===== config.mk =====
export PLATFORM = sky130hd
export DESIGN_NAME = fp32_adder
export DESIGN_NICKNAME = d
export VERILOG_FILES = /design/src/rtl/fp32_adder.sv
export SDC_FILE = /design/constraint.sdc
export NUM_CORES = 1
export LEC_CHECK = 0
export ABC_CLOCK_PERIOD_IN_PS = 18400
export BUFFER_PORTS_ARGS = -buffer_cell sky130_fd_sc_hd__buf_2
export CELL_PAD_IN_SITES_DETAIL_PLACEMENT = 1
export CELL_PAD_IN_SITES_GLOBAL_PLACEMENT = 2
export CORE_UTILIZATION = 30
export DETAILED_ROUTE_END_ITERATION = 10
export HOLD_SLACK_MARGIN = 0.15
export PLACE_DENSITY = 0.72
export SLEW_MARGIN = 40
export SYNTH_ARGS = -nofsm -noshare
export SYNTH_HDL_FRONTEND = slang
export SYNTH_SLANG_ARGS = --single-unit

===== constraint.sdc =====
create_clock -name clk -period 18.4 [get_ports clk]
set_clock_uncertainty 0.1 [all_clocks]
set_input_delay 0.92 -clock clk [delete_from_list [all_inputs] [get_ports clk]]
set_output_delay 0.92 -clock clk [all_outputs]
set_load 0.05 [all_outputs]

===== src/rtl/fp32_adder.sv =====
// IEEE 754 binary32 adder, round-to-nearest-even, one output register stage.
// Define FADD_DENORM_EN for full subnormal support; otherwise subnormals flush to zero.
module fp32_adder (
    input  logic        clk,
    input  logic        rst,
    input  logic        in_valid,
    input  logic [31:0] a,
    input  logic [31:0] b,
    output logic [31:0] out,
    output logic        out_valid
);
    logic [31:0] out_q, out_d;
    logic        valid_q;

    logic        sa, sb, a_nan, b_nan, a_inf, b_inf, a_zero, b_zero;
    logic [7:0]  ea, eb, e_big, e_sm, d;
    logic [23:0] ma, mb, m_big, m_sm, m_fin;
    logic        swap, s_big, rnd_up;
    logic [26:0] sm_raw, sm_shift, norm;
    logic [27:0] sum;
    logic [4:0]  lz;
    logic [9:0]  lim, shamt, e_norm, e_fin;
    logic [24:0] m_rnd;

    function automatic logic [4:0] lzc27(input logic [26:0] v);
        lzc27 = 5'd27;
        for (int i = 0; i < 27; i++)
            if (v[i]) lzc27 = 5'(26 - i);
    endfunction

    always_comb begin
        sa    = a[31];
        sb    = b[31];
        a_nan = (&a[30:23]) && (|a[22:0]);
        b_nan = (&b[30:23]) && (|b[22:0]);
        a_inf = (&a[30:23]) && !(|a[22:0]);
        b_inf = (&b[30:23]) && !(|b[22:0]);
`ifdef FADD_DENORM_EN
        // Subnormals carry hidden bit 0 and sit at exponent 1.
        a_zero = (a[30:0] == 31'd0);
        b_zero = (b[30:0] == 31'd0);
        ea     = (a[30:23] == 8'd0) ? 8'd1 : a[30:23];
        eb     = (b[30:23] == 8'd0) ? 8'd1 : b[30:23];
        ma     = {|a[30:23], a[22:0]};
        mb     = {|b[30:23], b[22:0]};
`else
        a_zero = (a[30:23] == 8'd0);
        b_zero = (b[30:23] == 8'd0);
        ea     = a[30:23];
        eb     = b[30:23];
        ma     = {1'b1, a[22:0]};
        mb     = {1'b1, b[22:0]};
`endif

        swap  = {eb, mb} > {ea, ma};
        s_big = swap ? sb : sa;
        e_big = swap ? eb : ea;
        e_sm  = swap ? ea : eb;
        m_big = swap ? mb : ma;
        m_sm  = swap ? ma : mb;
        d     = e_big - e_sm;

        // Align the smaller operand; bits shifted out collapse into the sticky position.
        sm_raw = {m_sm, 3'b000};
        if (d >= 8'd26)
            sm_shift = 27'd1;
        else
            sm_shift = (sm_raw >> d[4:0]) |
                       {26'd0, |(sm_raw & ~(27'h7FF_FFFF << d[4:0]))};

        if (sa ^ sb)
            sum = {1'b0, m_big, 3'b000} - {1'b0, sm_shift};
        else
            sum = {1'b0, m_big, 3'b000} + {1'b0, sm_shift};

        lz    = lzc27(sum[26:0]);
        lim   = {2'b00, e_big} - 10'd1;
        shamt = ({5'd0, lz} < lim) ? {5'd0, lz} : lim;
        if (sum[27]) begin
            norm   = {sum[27:2], sum[1] | sum[0]};
            e_norm = {2'b00, e_big} + 10'd1;
        end else begin
            norm   = sum[26:0] << shamt;
            e_norm = {2'b00, e_big} - shamt;
        end

        rnd_up = norm[2] & (norm[1] | norm[0] | norm[3]);
        m_rnd  = {1'b0, norm[26:3]} + {24'd0, rnd_up};
        if (m_rnd[24]) begin
            m_fin = m_rnd[24:1];
            e_fin = e_norm + 10'd1;
        end else begin
            m_fin = m_rnd[23:0];
            e_fin = e_norm;
        end

        if (a_nan)
            out_d = {a[31:23], 1'b1, a[21:0]};
        else if (b_nan)
            out_d = {b[31:23], 1'b1, b[21:0]};
        else if (a_inf && b_inf && (sa != sb))
            out_d = 32'hFFC0_0000;
        else if (a_inf)
            out_d = a;
        else if (b_inf)
            out_d = b;
        else if (a_zero && b_zero)
            out_d = {sa & sb, 31'd0};
        else if (a_zero)
            out_d = b;
        else if (b_zero)
            out_d = a;
        else if (sum == 28'd0)
            out_d = 32'h0000_0000;
        else if (e_fin >= 10'd255)
            out_d = {s_big, 8'hFF, 23'd0};
        else if (!m_fin[23])
`ifdef FADD_DENORM_EN
            out_d = {s_big, 8'h00, m_fin[22:0]};
`else
            out_d = {s_big, 31'd0};
`endif
        else
            out_d = {s_big, e_fin[7:0], m_fin[22:0]};
    end

    always_ff @(posedge clk) begin
        if (rst) begin
            out_q   <= 32'h0000_0000;
            valid_q <= 1'b0;
        end else begin
            valid_q <= in_valid;
            if (in_valid)
                out_q <= out_d;
        end
    end

    assign out       = out_q;
    assign out_valid = valid_q;
endmodule


==> flow_metrics.py <==
metrics = {
    "timing": {
        "post-route-period-util": 0.942,
        "tightest_slew_ns": 0.961,
        "rsz0062_at_grt": "no",
        "slew_headroom": 0.354,
        "maxSlewViolCount": 0,
        "period_needed_ns": 17.33,
        "hold_viol_final": 0,
        "setup-tns-final_ns": 0,
        "fmax_mhz": 57.7,
        "setup_viol": 0,
    },
    "drt": {
        "drc_errors": 0,
        "vias_per_cell": 6.68,
        "dr.first_iter.drc_count": 2213,
        "first_pass_iters": 5,
        "postRouteAntennaNets": 0,
        "routed_wl_um": 91000,
        "vias": 19600,
        "wl_per_cell_um": 31.0,
    },
    "global_routing": {
        "antenna_found_initial": 0,
        "use_met2": 0.563,
        "grt_pass1_wl_um": 132000,
        "grt_pass1_vias": 19100,
        "use_met3": 0.0439,
        "grt_max_degree": 56,
        "grt_use_met1": 0.457,
        "overflow": 0,
        "grt_busiest_layer": "met2",
        "grtUsageTotal": 0.349,
    },
    "synth": {
        "syn-cell-area_um2": 14900,
        "synth_warnings": 0,
        "synth-edff-count": 0,
        "syn_area_per_cell_um2": 6.57,
        "synth_flop_cell": "dfxtp_1",
        "ys_ff_latch": 33,
        "ys_types": 114,
        "seq_area_frac_synth": 0.0445,
        "synthCells": 2260,
        "syn_nets": 2423,
        "async_flop_share": 0,
    },
    "clock_tree": {
        "cts_sinks": 33,
        "cts-resized-gates": 0,
        "ctsLongestPathBuffers": 2,
        "cts_setup_buffers": 0,
        "clk_pin_slew_worst_paths_ns": 0.05,
        "cts-root-buf": "clkbuf_16",
        "htreeDepth": 2,
        "cts_buffers": 5,
        "cts_tree": "done",
        "clk_latency_ns": 0.29,
        "hold_buffers": 0,
    },
    "die": {
        "io_pins": 100,
        "coreArea_um2": 48800,
        "rows": 81,
        "die-area_um2": 50400,
        "start_util": 0.304,
        "dieWidth_um": 224,
        "chipHeight_um": 224,
    },
    "hold_path": {
        "hold_class": "flip-flop to flip-flop",
        "hold_start": "out[31]",
    },
    "cells_and_area": {
        "final_common_cell": "nand2_1",
        "final_nets": 2435,
        "area_delta_synth_final_pct": 9.30,
        "final_cell_mix": "nand2_1 (256), a21oi_1 (191), nor2_1 (190), o21ai_0 (141), inv_1 (104)",
        "drive_gt1_frac": 0.125,
        "final_area_um2": 16200,
        "antenna_cells": 0,
    },
    "placement": {
        "gp_congestion": 1.04,
        "numPortBuffers": 99,
        "post_dp_cell_area_um2": 16000,
        "dp_hpwl_um": 71600,
    },
    "power": {
        "clkPwrFrac": 0.057,
        "intPower_mw": 0.527,
        "switching_share": 0.637,
        "power_density_nw_per_um2": 89.6,
        "seq_power_share": 0.073,
        "ir_drop_mv": 0.0310,
        "leakage_nw": 6.56,
        "p_switching_mw": 0.926,
        "comb_power_share": 0.870,
    },
    "worst_setup_path": {
        "startpoint_type": "input port",
        "crit_required_ns": 18.51,
        "cp_max_fo": 20,
        "reg2reg_from": "out[8]",
        "cp_num_buf_inv": 4,
        "crit_family": "simple AND/OR/NAND/NOR gates",
        "end_kind": "flip-flop",
        "startpoint": "a[25]",
        "worst_path_most_repeated_cell": "a21oi_1",
        "cp.arrival_ns": 17.44,
        "path_class": "input port to flip-flop",
        "slowest_stage": "and4_1",
        "slowest_delay_ns": 0.81,
    },
    "run_status": {
        "outcome": "complete, no violations",
    },
    "job": {
        "drv_cap": 0,
    },
}
-- area by class of cell --
cell class / count / area (um2)
fill: 6297 / 32600
multi-input combinational: 1968 / 13300
sequential: 33 / 661
tap: 664 / 831
inverter: 107 / 402
clock buffer: 8 / 136
timing repair buffer: 157 / 943
-- cells in the mapped netlist, drive strengths merged, types with 21 or more instances --
cell	count	area (um2)
o31ai	27	203
inv	105	394
nor4	48	349
a21o	35	263
clkbuf	98	369
o21ai	160	808
a21oi	195	991
a211oi	63	488
o22ai	22	138
nor2	195	752
a31oi	49	322
buf	54	290
o211ai	63	473
ha	94	1180
or2	22	138
mux2	21	240
xnor2	43	377
nand2	260	986
nor3	46	240
dfxtp	33	661
nand3	80	415
a22oi	30	230
a221oi	22	193
nand4	40	263
mux2i	78	781
or3	27	169
nand2b	32	203
-- through the flow --
| stage | cells | hold WS, ns | utilization | setup slack, ns | power [mW] |
|---|---|---|---|---|---|
| final | 2937 | 0.377 | 0.332 | 1.07 | 1.45 |
| after detailed placement | 2928 | 0.374 | 0.329 | 1.28 | 1.32 |
| after CTS | 2936 | 0.383 | 0.331 | 1.50 | 1.41 |
| after global routing | 2937 | 0.407 | 0.332 | 0.165 | 1.52 |
| after floorplan | 2260 | 0.591 | - | 3.84 | 0.891 |
| after global placement | 2928 | 0.358 | 0.327 | 0.759 | 1.31 |
-- metal layers --
layer	vias to the layer above	wire, um
met5	-	0
met4	0	5720
met3	273	6830
met2	1069	40200
met1	9624	38200
li1	8652	-
-- tightest hold or removal path, stage by stage, from the launching register on --
cell and delay, ns:
dfxtp_1 0.31, nand2b_1 0.06, a21oi_1 0.06
-- logic make-up (layout without fill, tap and decap cells) --
kind of cell | count (synthesis) | in the layout | synth area share
AO/OA/AOI/OAI | 861 | 861 | 0.398
adder cells (fa/ha/maj) | 96 | 96 | 0.0819
flip-flops | 33 | 33 | 0.0445
multiplexers | 112 | 112 | 0.0885
XOR/XNOR | 61 | 61 | 0.0360
AND/OR/NAND/NOR | 838 | 838 | 0.280
buffers and inverters | 259 | 272 | 0.0714
-- sequential cells by signal (all words and copies together) (netlist names) --
signal / cells
out: 32
out_valid: 1
-- final timing paths --
check	to	slack, ns	cells after the start
worst max-delay path	out[26]	1.07	49
worst min-delay path	out[31]	0.38	2
worst max register to register	out[8]	16.58	4
worst min register to register	out[31]	0.38	2
-- power groups by stage --
| stage | Clock (mW) | Sequential [mW] | Combinational [mW] |
|---|---|---|---|
| finish | 0.0827 | 0.107 | 1.26 |
| global route | 0.0858 | 0.106 | 1.33 |
| CTS | 0.0826 | 0.105 | 1.22 |
| detailed placement | 0 | 0.106 | 1.21 |
| global placement | 0 | 0.107 | 1.20 |
| floorplan | 0 | 0.147 | 0.744 |
(Power assumes the default switching activity.)
